File: config.mk
export PLATFORM = sky130hd
export DESIGN_NAME = kim_arb_mux_nto1
export DESIGN_NICKNAME = d
export VERILOG_FILES = /design/src/rtl/kim_mux_pkg.sv /design/src/rtl/kim_rr_arbiter.sv /design/src/rtl/kim_arb_mux_nto1.sv
export SDC_FILE = /design/constraint.sdc
export NUM_CORES = 1
export LEC_CHECK = 0
export ABC_AREA = 1
export BUFFER_PORTS_ARGS = -buffer_cell sky130_fd_sc_hd__buf_2
export CAP_MARGIN = 10
export CORE_MARGIN = 5
export CORE_UTILIZATION = 40
export CTS_CLUSTER_SIZE = 8
export DETAILED_ROUTE_END_ITERATION = 6
export GPL_ROUTABILITY_DRIVEN = 0
export PLACE_DENSITY_LB_ADDON = 0.08
export SLEW_MARGIN = 5
export SYNTH_ARGS = -nofsm -noshare
export SYNTH_HDL_FRONTEND = slang
export SYNTH_SLANG_ARGS = --single-unit
export TNS_END_PERCENT = 5
File: constraint.sdc
create_clock -name clk -period 6.6 [get_ports clk]
set_clock_uncertainty 0.2 [all_clocks]
set_input_delay 0.99 -clock clk [delete_from_list [all_inputs] [get_ports clk]]
set_output_delay 0.99 -clock clk [all_outputs]
set_load 0.05 [all_outputs]
File: src/rtl/kim_mux_pkg.sv
// Shared constants and the round-robin grant search used by the N:1 arbitrated mux.
package kim_mux_pkg;

  // Mode encoding for the mode_fixed input
  localparam logic MODE_RR    = 1'b0;
  localparam logic MODE_FIXED = 1'b1;

  // Largest channel count the grant search supports
  localparam int unsigned MAX_CH = 16;

  // First requester at or after (last+1) mod n, wrapping; returns n when nobody requests
  function automatic int unsigned rr_grant_search(input logic [MAX_CH-1:0] req,
                                                  input int unsigned       last,
                                                  input int unsigned       n);
    int unsigned idx;
    int unsigned res;
    res = n;
    for (int unsigned i = 1; i <= MAX_CH; i++) begin
      idx = (last + i) % n;
      if ((i <= n) && (res == n) && req[4'(idx)]) res = idx;
    end
    return res;
  endfunction

endpackage

File: src/rtl/kim_rr_arbiter.sv
// Combinational round-robin grant: first requester after last_grant, with wrap.
module kim_rr_arbiter
  import kim_mux_pkg::*;
#(
  parameter int unsigned NUM_CH    = 4,
  parameter int unsigned SEL_WIDTH = $clog2(NUM_CH)
) (
  input  logic [NUM_CH-1:0]    req,
  input  logic [SEL_WIDTH-1:0] last_grant,
  output logic [SEL_WIDTH-1:0] grant,
  output logic                 grant_valid
);

  assign grant_valid = (rr_grant_search(MAX_CH'(req), 32'(last_grant), NUM_CH) < NUM_CH);
  assign grant       = SEL_WIDTH'(rr_grant_search(MAX_CH'(req), 32'(last_grant), NUM_CH));

endmodule

File: src/rtl/kim_arb_mux_nto1.sv
// N:1 arbitrated mux with a registered output word, round-robin or fixed select.
// Optional KIM_ARB_MUX_SKID_EN adds a skid register so in_ready depends only on
// registered state (no combinational out_ready -> in_ready path).
module kim_arb_mux_nto1
  import kim_mux_pkg::*;
#(
  parameter int unsigned MUX_DATA_WIDTH = 32,
  parameter int unsigned NUM_CH         = 4,
  parameter int unsigned SEL_WIDTH      = $clog2(NUM_CH)
) (
  input  logic                             clk,
  input  logic                             rst,
  input  logic                             mode_fixed,
  input  logic [SEL_WIDTH-1:0]             fixed_sel,
  input  logic [NUM_CH-1:0]                in_valid,
  input  logic [NUM_CH*MUX_DATA_WIDTH-1:0] in_data,
  output logic [NUM_CH-1:0]                in_ready,
  output logic                             out_valid,
  output logic [MUX_DATA_WIDTH-1:0]        out_data,
  output logic [SEL_WIDTH-1:0]             out_sel,
  input  logic                             out_ready
);

  logic [SEL_WIDTH-1:0]      r_last_grant;
  logic                      r_out_valid;
  logic [MUX_DATA_WIDTH-1:0] r_out_data;
  logic [SEL_WIDTH-1:0]      r_out_sel;

  logic [SEL_WIDTH-1:0]      w_rr_grant;
  logic                      w_rr_valid;
  logic                      w_fix_ok;
  logic [SEL_WIDTH-1:0]      w_grant;
  logic                      w_grant_valid;
  logic                      w_free;
  logic                      w_accept;
  logic [MUX_DATA_WIDTH-1:0] w_in_word;
  logic [NUM_CH-1:0]         w_in_ready;

  kim_rr_arbiter #(
    .NUM_CH    (NUM_CH),
    .SEL_WIDTH (SEL_WIDTH)
  ) u_rr (
    .req         (in_valid),
    .last_grant  (r_last_grant),
    .grant       (w_rr_grant),
    .grant_valid (w_rr_valid)
  );

  // Fixed-select eligibility; an out-of-range fixed_sel matches no channel
  always_comb begin
    w_fix_ok = 1'b0;
    for (int unsigned k = 0; k < NUM_CH; k++) begin
      if (fixed_sel == SEL_WIDTH'(k)) w_fix_ok = in_valid[k];
    end
  end

  assign w_grant       = (mode_fixed == MODE_FIXED) ? fixed_sel : w_rr_grant;
  assign w_grant_valid = (mode_fixed == MODE_FIXED) ? w_fix_ok  : w_rr_valid;
  assign w_accept      = w_grant_valid && w_free;

  // Word mux and one-hot ready for the granted channel; ready is held low during reset
  always_comb begin
    w_in_word  = '0;
    w_in_ready = '0;
    for (int unsigned k = 0; k < NUM_CH; k++) begin
      if (w_grant == SEL_WIDTH'(k)) begin
        w_in_word = in_data[k*MUX_DATA_WIDTH +: MUX_DATA_WIDTH];
        if (w_accept && !rst) w_in_ready[k] = 1'b1;
      end
    end
  end

  // Round-robin pointer moves only on accepted round-robin transfers
  always_ff @(posedge clk or posedge rst) begin
    if (rst) begin
      r_last_grant <= SEL_WIDTH'(NUM_CH - 1);
    end else if (w_accept && (mode_fixed == MODE_RR)) begin
      r_last_grant <= w_grant;
    end
  end

`ifdef KIM_ARB_MUX_SKID_EN
  logic                      r_skid_valid;
  logic [MUX_DATA_WIDTH-1:0] r_skid_data;
  logic [SEL_WIDTH-1:0]      r_skid_sel;
  logic                      w_out_open;

  assign w_free     = !r_skid_valid;
  assign w_out_open = !r_out_valid || out_ready;

  // Output register backed by one skid slot; the skid word always goes out first
  always_ff @(posedge clk or posedge rst) begin
    if (rst) begin
      r_out_valid  <= 1'b0;
      r_out_data   <= '0;
      r_out_sel    <= '0;
      r_skid_valid <= 1'b0;
      r_skid_data  <= '0;
      r_skid_sel   <= '0;
    end else if (r_skid_valid) begin
      if (w_out_open) begin
        r_out_valid  <= 1'b1;
        r_out_data   <= r_skid_data;
        r_out_sel    <= r_skid_sel;
        r_skid_valid <= 1'b0;
      end
    end else if (w_accept) begin
      if (w_out_open) begin
        r_out_valid <= 1'b1;
        r_out_data  <= w_in_word;
        r_out_sel   <= w_grant;
      end else begin
        r_skid_valid <= 1'b1;
        r_skid_data  <= w_in_word;
        r_skid_sel   <= w_grant;
      end
    end else if (w_out_open) begin
      r_out_valid <= 1'b0;
    end
  end
`else
  assign w_free = !r_out_valid || out_ready;

  // Single output register; load on accept, otherwise empty once drained
  always_ff @(posedge clk or posedge rst) begin
    if (rst) begin
      r_out_valid <= 1'b0;
      r_out_data  <= '0;
      r_out_sel   <= '0;
    end else if (w_accept) begin
      r_out_valid <= 1'b1;
      r_out_data  <= w_in_word;
      r_out_sel   <= w_grant;
    end else if (out_ready) begin
      r_out_valid <= 1'b0;
    end
  end
`endif

  assign in_ready  = w_in_ready;
  assign out_valid = r_out_valid;
  assign out_data  = r_out_data;
  assign out_sel   = r_out_sel;

endmodule

Word level (Yosys, flattened, before mapping)
Index checks and enable logic that the tools add are counted.
{"block": "totals", "regBits": 37, "out_inout_bits": 39, "elab_cells": 64, "input_bits": 138}
{"block": "classes", "eq_ne": 9, "n_lt_le_gt_ge": 5, "n_mux": 29, "n_addsub": 4, "reduce_logical": 12, "bitwise_logic": 1}
{"op": "$mux 32", "n": 7}
{"op": "$eq 32x3->1 const B", "n": 3}
{"op": "$lt 32x3->1 const B", "n": 1}
{"op": "$lt 2x5->1 const B", "n": 4}
{"op": "$mux 1", "n": 16}
{"op": "$bmux 1 s2", "n": 4}
{"op": "$eq 2x2->1 const B", "n": 4}
{"op": "$logic_and 1x1->1", "n": 6}
{"op": "$add 2x1->2 const B", "n": 2}
{"op": "$add 2x2->2 const B", "n": 2}
{"op": "$eq 2x1->1 const B", "n": 2}
{"op": "$logic_not 2->1", "n": 2}
{"op": "$mux 3", "n": 1}
{"op": "$logic_not 1->1", "n": 2}
{"op": "$mux 2", "n": 1}
{"op": "$reduce_bool 2->1", "n": 1}
{"op": "$logic_or 1x1->1", "n": 1}
{"op": "$not 1->1", "n": 1}

Depth between registers and ports, before layout
Gate-level depths: netlist of run 1.
{"block": "depth", "depth_word": 19, "depth_mapped": 18}

Hierarchy
Synthesis of run 1 repeated with hierarchy kept, for this count alone.
{"block": "unflattened", "hier_cells": 437, "hier_area_um2": 2945.3}
{"module": "kim_arb_mux_nto1", "cells_per_inst": 381, "area_per_inst_um2": 2683.8, "n_inst": 1, "seq_area_each_um2": 928.4}
{"module": "kim_rr_arbiter", "cells_per_inst": 56, "area_per_inst_um2": 261.5, "n_inst": 1, "seq_area_each_um2": 0.0}

Worst setup path after synthesis of run 1
Ideal clock, no wire load.
{"block": "synth_path", "path_kind": "input to output", "start": "in rst", "end": "out in_ready[0]", "arrival_time_ns": 3.162, "stages": 3, "path_slack_ns": 2.248, "cell_sequence": "inv_1 nand3_1 nor3_1"}
{"block": "synth_between", "elab_chain_len": 4}
{"item": "start: declaration", "line": "kim_arb_mux_nto1.sv:12", "rtl": "input logic rst,"}
{"item": "$logic_not 1->1 (no line)"}
{"item": "$logic_and 1x1->1", "line": "kim_arb_mux_nto1.sv:68", "rtl": "if (w_accept && !rst) w_in_ready[k] = 1'b1;"}
{"item": "$mux 1", "line": "kim_arb_mux_nto1.sv:68"}
{"item": "$mux 1", "line": "kim_arb_mux_nto1.sv:66", "rtl": "if (w_grant == SEL_WIDTH'(k)) begin"}
{"item": "end: declaration", "line": "kim_arb_mux_nto1.sv:17", "rtl": "output logic [NUM_CH-1:0] in_ready,"}
Every way passes these cells.

Final worst setup path of run 1
{"block": "layout_path", "start": "in in_valid[2]", "end": "out in_ready[2]"}
{"block": "layout_between", "elab_chain_len": 18, "elab_cells_between_ends": 28, "classes_between": "order compare (1); eq/ne (4); mux (18); reduce/logical (5)"}
{"item": "start: declaration", "line": "kim_arb_mux_nto1.sv:15", "rtl": "input logic [NUM_CH-1:0] in_valid,"}
{"item": "$bmux 1 s2", "line": "kim_mux_pkg.sv:20", "rtl": "if ((i <= n) && (res == n) && req[4'(idx)]) res = idx;"}
{"item": "$mux 1 (not written as such)", "line": "kim_mux_pkg.sv:20"}
{"item": "$mux 3", "line": "kim_mux_pkg.sv:20"}
{"item": "$eq 32x3->1", "line": "kim_mux_pkg.sv:20"}
{"item": "$logic_and 1x1->1", "line": "kim_mux_pkg.sv:20"}
{"item": "$mux 32", "line": "kim_mux_pkg.sv:20"}
{"item": "$eq 32x3->1", "line": "kim_mux_pkg.sv:20"}
{"item": "$logic_and 1x1->1", "line": "kim_mux_pkg.sv:20"}
{"item": "[... 2 more ...]"}
{"item": "$logic_and 1x1->1", "line": "kim_mux_pkg.sv:20"}
{"item": "$mux 32", "line": "kim_mux_pkg.sv:20"}
{"item": "$lt 32x3->1", "line": "kim_rr_arbiter.sv:14", "rtl": "assign grant_valid = (rr_grant_search(MAX_CH'(req), 32'(last_grant), NUM_CH) < NUM_CH);"}
{"item": "$mux 1", "line": "kim_arb_mux_nto1.sv:58", "rtl": "assign w_grant_valid = (mode_fixed == MODE_FIXED) ? w_fix_ok : w_rr_valid;"}
{"item": "$logic_and 1x1->1", "line": "kim_arb_mux_nto1.sv:59", "rtl": "assign w_accept = w_grant_valid && w_free;"}
{"item": "$logic_and 1x1->1", "line": "kim_arb_mux_nto1.sv:68"}
{"item": "$mux 1", "line": "kim_arb_mux_nto1.sv:68"}
{"item": "$mux 1 (*)", "line": "kim_arb_mux_nto1.sv:66"}
Every way passes the cells marked *; elsewhere a longest branch is shown, timed or not. The select of a mux whose other input is x is not followed.

==> results of run 1 <==
==> metal layers <==
layer  routed length, um  up-vias  global-route usage [%]
met5                   0        -                       0
met4                  96        0                   4.644
met3                 862        8                   6.906
met2                4775      124                   35.51
met1                4011     1542                   24.53
li1                    -     1819                       -
==> stage by stage <==
| step | hold slack, ns | util [%] |
|---|---|---|
| 2_1_floorplan | 0.4199 | - |
| 3_3_place_gp | 0.2586 | 52.21 |
| 3_5_place_dp | 0.2615 | 52.21 |
| 4_1_cts | 0.2826 | 53.80 |
| 5_1_grt | 0.3000 | 53.80 |
| 6_report | 0.2741 | 53.83 |
==> cells by family after synthesis <==
group	Yosys count	share of synthesized area (%)
AND/OR/NAND/NOR	275	40.92
AO/OA/AOI/OAI	71	14.41
buffers and inverters	84	14.04
flip-flops	37	30.64
==> Yosys cell counts (2+ instances only) <==
| library cell | count |
|---|---|
| a21oi_1 | 33 |
| dfstp_2 | 2 |
| nor2_4 | 2 |
| buf_4 | 7 |
| nand2_2 | 7 |
| nor3_1 | 4 |
| o21ai_0 | 6 |
| inv_1 | 48 |
| nand2_4 | 2 |
| inv_2 | 2 |
| o21bai_1 | 28 |
| buf_2 | 18 |
| dfrtp_1 | 35 |
| nand2_1 | 150 |
| nand4_1 | 2 |
| buf_6 | 8 |
| nand3_1 | 103 |
==> power breakdown <==
part	internal (W)	switching (W)
clock network	0.000123	0.0000806
logic	0.000331	0.000892
registers	0.000338	0.0000694
total	0.000792	0.00104
==> cell type report <==
cell class | count | share of cell area [%]
Antenna cell | 1 | 0.06341
Clock buffer | 7 | 2.188
Clock inverter | 1 | 0.7609
Inverter | 50 | 4.756
Multi-Input combinational cell | 346 | 42.49
Sequential cell | 37 | 23.53
Tap cell | 99 | 3.139
Timing Repair Buffer | 180 | 23.08
==> state kept, by name, indices dropped and copies added, names as in the netlist <==
| signal | count |
|---|---|
| r_last_grant | 2 |
| out_valid | 1 |
| out_sel | 2 |
| out_data | 32 |
==> path summary, 6_finish.rpt <==
kind                                       from         endpoint  slack [ns]  cells after the start
worst min register to register     out_data[20]     out_data[20]        0.27                      2
worst max register to register  r_last_grant[0]      out_data[7]        3.29                     13
max in group asynchronous                   rst  r_last_grant[1]        5.22                      3
min in group asynchronous                   rst        out_valid        0.60                      3
worst max-delay path                in_valid[2]      in_ready[2]        2.61                     11
worst min-delay path               out_data[20]     out_data[20]        0.27                      2
==> worst register-to-register path, cell delays in order, from the launching register on <==
cell     delay (ns)
dfstp_2        0.66
inv_2          0.15
nand2_1        0.10
nand2_2        0.07
nand2_2        0.08
nand2_2        0.08
nor2_4         0.11
nand4_1        0.13
nand3_2        0.13
nand2_4        0.31
nor2_4         0.87
a21oi_1        0.18
nand2_1        0.11
nand2_1        0.05
==> impl_metrics.toml, run 1 <==
[drt]
viasPerCell = 4.845
wire_per_inst_um = 13.52
route.antenna.remaining_nets = 0
drt_iter0_markers = 123
num_vias = 3493
drt_wl_total_um = 9745
drt_first_pass_iters = 4
drcViolationCount = 0

[logic_synthesis]
avgSynthCellArea_um2 = 6.489
synthFlopType = "dfrtp_1"
synth.net_count = 605
synth_top_area_share_pct = 28.90
syn_area_mm2 = 0.003030
synth-seq-cells = 37
synth_cell_types = 27
ys_warn_count = 0
netlist_instances = 467
async_flop_share_pct = 100.0
ys_seq_area_share_pct = 30.64
yosysTopAreaCell = "dfrtp_1"
ys_top_cells_by_area = "dfrtp_1 (29%), nand2_1 (19%), nand3_1 (17%)"
synth_enable_flop_cells = 0

[floorplan]
dieArea_mm2 = 0.009417
core_region_area_mm2 = 0.007331
io_pins = 177
chipHeight_um = 97.04
dieWidth_um = 97.04
rows = 31
start_util_pct = 41.34

[clocking]
htreeDepth = 2
cts.path.max_buffers = 2
clk_latency_ns = 0.28
path_clk_slew_ns = 0.07
cts_buffers = 5
cts.hold.buffers_added = 0
cts_resized = 0
cts_root_buf = "clkbuf_8"
cts_setup_buffers = 0
cts.sinks = 37
cts_tree = "done"

[grt]
antenna_found_initial = 0
track_usage_pct = 20.51
grt_pass1_wl_um = 16180
grt_pass1_vias = 3429
gr-total-overflow = 0
grt_max_degree = 75

[finish]
final_common_cell = "buf_2"
num-fill-cells = 773
num-nets-final = 758
design_area_mm2 = 0.003946
multi_input_area_mm2 = 0.001677
syn2layout_area_growth_pct = 30.22
register_area_um2 = 928.4
final_cell_mix = "buf_2 (176), nand2_1 (150), nand3_1 (103)"
drive_gt1_share_pct = 33.17
final_cells = 721

[critical_path]
crit_path_start_kind = "input port"
critical_path_buf_inv_count = 3
crit_fanout = 74
setup.worst_path.end_class = "primary output"
cp_slowest_cell = "nand2_4"
slowest_delay_ns = 0.35
crit_arrival_ns = 2.80
cp_data_required_time_ns = 5.41
cp_top_family = "simple AND/OR/NAND/NOR gates"
path_cells = "buf_2 > inv_1 > nand2_1 > nand3_1 > nand2_1 > nor2_4 > nand4_2 > nand2_2 > nand2_4 > nor3_1 > buf_2"
critPathKind = "in2out"

[place]
place_hpwl_um = 7354
placed_area_mm2 = 0.003827
dp_slack_ns = 2.628
io_buffers = 176
dp_cells = 712

[run_status]
outcome = "completed"

[timing]
fmaxAchievable_ghz = 0.2506
finalSetupTns_ns = 0
min_period_ns = 3.991
hold_viol_final = 0
setup_viol = 0
period_share_pct = 60.47
setup_slack_ns = 2.609
rsz0062_at_grt = "no"
tightest_slew_ns = 0.8558
relSlewSlack_pct = 42.81
drv_slew = 0

[hold_path]
hp-class = "reg2reg"

[power_and_ir_drop]
power_leakage_nw = 2.327
total_power_w = 0.001834
ir_drop_mv = 0.2479
p_per_area_mw_per_mm2 = 464.8

[job]
maxCapViolCount = 0
No activity file was read; power rests on OpenSTA's default activity.
==> run 2: changes to the inputs <==
--- a/config.mk
+++ b/config.mk
@@ -5,7 +5,7 @@
 export SDC_FILE = /design/constraint.sdc
 export NUM_CORES = 1
 export LEC_CHECK = 0
-export ABC_AREA = 1
+export ABC_AREA = 0
 export BUFFER_PORTS_ARGS = -buffer_cell sky130_fd_sc_hd__buf_2
 export CAP_MARGIN = 10
 export CORE_MARGIN = 5
==> constraint.sdc (replaced) <==
create_clock -name clk -period 4.1 [get_ports clk]
set_clock_uncertainty 0.2 [all_clocks]
set_input_delay 0.615 -clock clk [delete_from_list [all_inputs] [get_ports clk]]
set_output_delay 0.615 -clock clk [all_outputs]
set_load 0.05 [all_outputs]
==> impl_metrics.toml, run 2 <==
[finish]
final_cell_mix = "buf_2 (176), nand2_1 (138), a21oi_1 (37)"
design_area_mm2 = 0.003736
final_cells = 619
num-fill-cells = 673
num-nets-final = 660
largest_reg_flops = 32
drive_gt1_share_pct = 38.81
syn2layout_area_growth_pct = 34.26
n_antenna_cell = 0
final_common_cell = "buf_2"

[floorplan]
chipHeight_um = 93.41
core_region_area_mm2 = 0.006794
dieWidth_um = 93.41
io_pins = 177
rows = 30
dieArea_mm2 = 0.008724
start_util_pct = 40.96

[timing]
hold_viol_final = 0
finalSetupTns_ns = 0
rsz0062_at_grt = "no"
period_share_pct = 87.79
setup_slack_ns = 0.5005
setup_viol = 0
fmaxAchievable_ghz = 0.2778
min_period_ns = 3.599
tightest_slew_ns = 0.6074
drv_slew = 0
relSlewSlack_pct = 59.51

[power_and_ir_drop]
power_leakage_nw = 1.858
ir_drop_mv = 0.2571
total_power_w = 0.002273
p_per_area_mw_per_mm2 = 608.5

[critical_path]
cp_data_required_time_ns = 3.28
critPathKind = "reg2out"
crit_start = "r_last_grant[1]"
slowest_delay_ns = 0.71
r2r_start = "r_last_grant[1]"
crit_path_start_kind = "register"
crit_arrival_ns = 2.78
cp_slowest_cell = "dfstp_2"
crit_fanout = 32
cp_top_family = "compound AO/OA/AOI/OAI gates"
critical_path_buf_inv_count = 1
setup.worst_path.end_class = "primary output"
path_cells = "mux2_4 > a221o_1 > o21a_2 > nor4_1 > buf_2"

[drt]
viasPerCell = 5.032
drt_iter0_markers = 117
drcViolationCount = 0
drt_first_pass_iters = 4
num_vias = 3115
drt_wl_total_um = 8296
wire_per_inst_um = 13.40
route.antenna.remaining_nets = 0

[logic_synthesis]
yosysTopAreaCell = "dfrtp_1"
synth.net_count = 506
synth_fa_ha_area_share_pct = 0
synthXorXnorAreaFrac_pct = 0
synthTopCellsByCount = "nand2_1 (138), a21oi_1 (37), dfrtp_1 (35), a32o_1 (34), o21ai_1 (31)"
synth_compound_area_share_pct = 30.76
synth_top_area_share_pct = 31.47
synth_most_common_cell = "nand2_1"
ys_top_cells_by_area = "dfrtp_1 (31%), nand2_1 (19%), a32o_1 (12%)"
netlist_instances = 368
avgSynthCellArea_um2 = 7.562
synth-simple-area-share_pct = 24.60
ys_warn_count = 0
syn_area_mm2 = 0.002783
synthFlopType = "dfrtp_1"
ys_seq_area_share_pct = 33.36
synth_cell_types = 41
synth_enable_flop_cells = 0
synth-seq-cells = 37
async_flop_share_pct = 100.0
synth_top_family_by_area = "compound AO/OA/AOI/OAI gates"
muxShareOfSynthArea_pct = 1.888

[place]
dp_cells = 611
place_hpwl_um = 6439
io_buffers = 176
dp_slack_ns = 0.7359
placed_area_mm2 = 0.003598

[clocking]
cts.sinks = 37
cts.path.max_buffers = 2
cts_resized = 0
cts_root_buf = "clkbuf_8"
htreeDepth = 2
cts_setup_buffers = 0
cts_tree = "done"
path_clk_slew_ns = 0.08
cts_buffers = 5
clk_latency_ns = 0.27
cts.hold.buffers_added = 0

[grt]
gr-total-overflow = 0
track_usage_pct = 18.18
grt_pass1_wl_um = 13070
grt_max_degree = 63
antenna_found_initial = 0
grt_pass1_vias = 2865

[job]
maxCapViolCount = 0

[hold_path]
hp-class = "in2async"

[run_status]
outcome = "completed"
-- run 2: report_power, final --
part	leakage, nW	switching, W	total, W	internal, W
combinational	1.34	0.000902	0.00129	0.000389
sequential	0.445	0.0000959	0.000604	0.000508
clock	0.0687	0.000133	0.000378	0.000245
total	1.86	0.00113	0.00227	0.00114
-- run 2: cells by family (layout without fill, tap and decap cells) --
kind of cell           Yosys count  after routing
multiplexers                     3              3
AND/OR/NAND/NOR                165            165
AO/OA/AOI/OAI                  123            123
flip-flops                      37             37
buffers and inverters           40            195
-- run 2: through the flow --
stage          hold slack (ns)  utilization (%)
6_report                0.2766            54.99
5_1_grt                 0.3018            54.99
4_1_cts                 0.2794            54.99
3_5_place_dp            0.2615            52.96
3_3_place_gp            0.2552            52.96
2_1_floorplan           0.5455                -
-- run 2: worst reg2reg max path, stage by stage (launching register included) --
cell and delay, ns:
dfstp_2 0.71, mux2_4 0.33, a221o_1 0.40, o21a_2 0.43, buf_4 0.34, a21oi_1 0.19
a32o_1 0.16, o21ai_1 0.06
-- run 2: final timing paths --
path / endpoint / slack [ns] / depth (start not counted)
max in group asynchronous: r_last_grant[0] / 3.06 / 3
min in group clk: out_data[11] / 0.28 / 2
worst min-delay path: out_data[12] / 0.28 / 3
worst max-delay path: in_ready[0] / 0.50 / 5
worst min register to register: out_data[11] / 0.28 / 2
worst max register to register: out_data[16] / 1.15 / 7
-- run 2: metal layers --
layer / vias to the layer above / GRT usage, % / share of wire, %
met5: - / 0 / 0
met4: 0 / 4.151 / 0.77
met3: 6 / 4.747 / 9.5
met2: 134 / 31.15 / 48
met1: 1368 / 22.82 / 42
li1: 1607 / - / -
-- run 2: final cells by class --
cell class	count	area, um2	share of cell area, %
clock inverter	3	68.82	1.842
inverter	4	15.01	0.4019
multi-input combinational	291	1602	42.87
timing repair buffer	183	933.4	24.98
clock buffer	5	68.82	1.842
tap	96	120.1	3.215
sequential	37	928.4	24.85
==> run 3: changes to the inputs <==
--- a/config.mk
+++ b/config.mk
@@ -9,7 +9,8 @@
 export BUFFER_PORTS_ARGS = -buffer_cell sky130_fd_sc_hd__buf_2
 export CAP_MARGIN = 10
 export CORE_MARGIN = 5
-export CORE_UTILIZATION = 40
+export CORE_UTILIZATION = 39
+export CTS_CLUSTER_DIAMETER = 100
 export CTS_CLUSTER_SIZE = 8
 export DETAILED_ROUTE_END_ITERATION = 6
 export GPL_ROUTABILITY_DRIVEN = 0
==> constraint.sdc (replaced) <==
create_clock -name clk -period 2.9 [get_ports clk]
set_clock_uncertainty 0.2 [all_clocks]
set_input_delay 0.435 -clock clk [delete_from_list [all_inputs] [get_ports clk]]
set_output_delay 0.435 -clock clk [all_outputs]
set_load 0.05 [all_outputs]
==> impl_metrics.toml, run 3 (same netlist as run 2, synthesis figures left out) <==
[power_and_ir_drop]
p_seq_share_pct = 26.7
pwr-share-clk_pct = 11.8
switching_share_pct = 52.00
intPower_w = 0.001525
p_switching_w = 0.001652
p_per_area_mw_per_mm2 = 818.2
p_comb_share_pct = 61.5
power_leakage_nw = 1.912
ir_drop_mv = 0.3154

[clocking]
htreeDepth = 2
cts.sinks = 37
cts_root_buf = "clkbuf_8"
cts_buffers = 5
cts_tree = "done"
path_clk_slew_ns = 0.07
cts.path.max_buffers = 2
clk_latency_ns = 0.28

[timing]
rsz0062_at_grt = "yes"
drv_slew = 0
relSlewSlack_pct = 54.21
min_period_ns = 2.895
finalSetupTns_ns = 0
setup_viol = 0
whs_ns = 0.06394
tightest_slew_ns = 0.6827
hold_viol_final = 0
fmaxAchievable_ghz = 0.3454
period_share_pct = 99.84

[critical_path]
reg2reg_to = "r_last_grant[1]"
crit_arrival_ns = 2.26
r2r_start = "r_last_grant[1]"
critPathKind = "reg2out"
ff2ff_setup_slack_ns = 0.22
reg2reg_depth = 8
crit_fanout = 4
cp_data_required_time_ns = 2.27
crit_path_start_kind = "register"
setup.worst_path.end_class = "primary output"

[grt]
gr-total-overflow = 0
grt_max_degree = 60
grt_pass1_wl_um = 14300
grt_pass1_vias = 3035
track_usage_pct = 20.07
antenna_found_initial = 0

[drt]
viasPerCell = 5.043
wire_per_inst_um = 14.34
drt_wl_total_um = 9003
route.antenna.remaining_nets = 0
drt_iter0_markers = 152
drt_first_pass_iters = 4
drcViolationCount = 0
num_vias = 3167

[floorplan]
io_pins = 177
dieArea_mm2 = 0.008925
chipHeight_um = 94.47
core_region_area_mm2 = 0.006869
rows = 30
start_util_pct = 40.51
dieWidth_um = 94.47

[finish]
n_antenna_cell = 0
num-nets-final = 669
num-fill-cells = 683
final_cell_mix = "buf_2 (172), nand2_1 (138), a21oi_1 (36)"
largest_reg_flops = 32
final_common_cell = "buf_2"
syn2layout_area_growth_pct = 39.57
drive_gt1_share_pct = 41.35

[hold_path]
hp-class = "in2async"

[job]
maxCapViolCount = 0

[place]
place_hpwl_um = 7079
io_buffers = 176

[run_status]
outcome = "completed"
-- run 3: routing by layer --
metal	share of wire [%]	vias to the layer above	wire (um)	track usage, %
li1	-	1625	-	-
met1	43	1401	3859	26.03
met2	46	131	4178	33.45
met3	9.5	10	851	5.259
met4	1.3	0	114	4.808
met5	0	-	0	0
-- run 3: cell type report --
cell class	count	area, um2	share of cell area (%)
multi-input cells	291	1685	43.40
well taps	96	120.1	3.093
inverters	4	15.01	0.3866
repair buffers	192	1039	26.74
clock buffers	6	82.58	2.126
clock inverters	2	13.76	0.3544
flip-flops and latches	37	928.4	23.90
-- run 3: worst max-delay path by stage --
| stage | slack (ns) | start | cells after the start | end |
|---|---|---|---|---|
| 3_3_place_gp | 0.11 | in_valid[3] | 7 | in_ready[0] |
| 6_report | 0.005 | r_last_grant[1] | 5 | in_ready[0] |
| 5_1_grt | -0.07 | r_last_grant[1] | 5 | in_ready[0] |
| 2_1_floorplan | -0.1 | r_last_grant[1] | 7 | in_ready[0] |
| 3_5_place_dp | 0.05 | in_valid[2] | 8 | r_last_grant[1] |
| 4_1_cts | 0.002 | r_last_grant[1] | 7 | in_ready[0] |
-- run 3: worst max-delay path: stages (launching register included) --
cell,delay [ns]
dfstp_2,0.58
mux2_4,0.31
a221o_1,0.37
o21a_2,0.25
nor4_4,0.27
buf_6,0.20
-- run 3: repair_timing --
action | 4_1_cts | 5_1_grt
endpoints found under the setup margin | 4 | 6
buffers inserted | 2 | 1
resized for setup | 7 | 7
pin swaps | 2 | 3
hold buffers | 0 | 0
-- run 3: per-stage QoR --
stage	instances	instance area, um2	utilization, %	setup WS [ns]	total power [W]
floorplan	368	2879	-	-0.09560	0.002358
global placement	617	3711	54.03	0.1124	0.002756
detailed placement	617	3711	54.03	0.04750	0.002781
CTS	627	3854	56.10	0.002340	0.003202
global route	628	3884	56.54	-0.07175	0.003412
finish	628	3884	56.54	0.004676	0.003177
-- run 3: power groups by stage --
stage	Clock [W]	Sequential, W	Combinational, W
after global placement	0	0.000865	0.00189
after detailed placement	0	0.000871	0.00191
after floorplan	0	0.00146	0.000894
final	0.000375	0.000847	0.00196
after global routing	0.000413	0.000879	0.00212
after CTS	0.000389	0.000849	0.00196
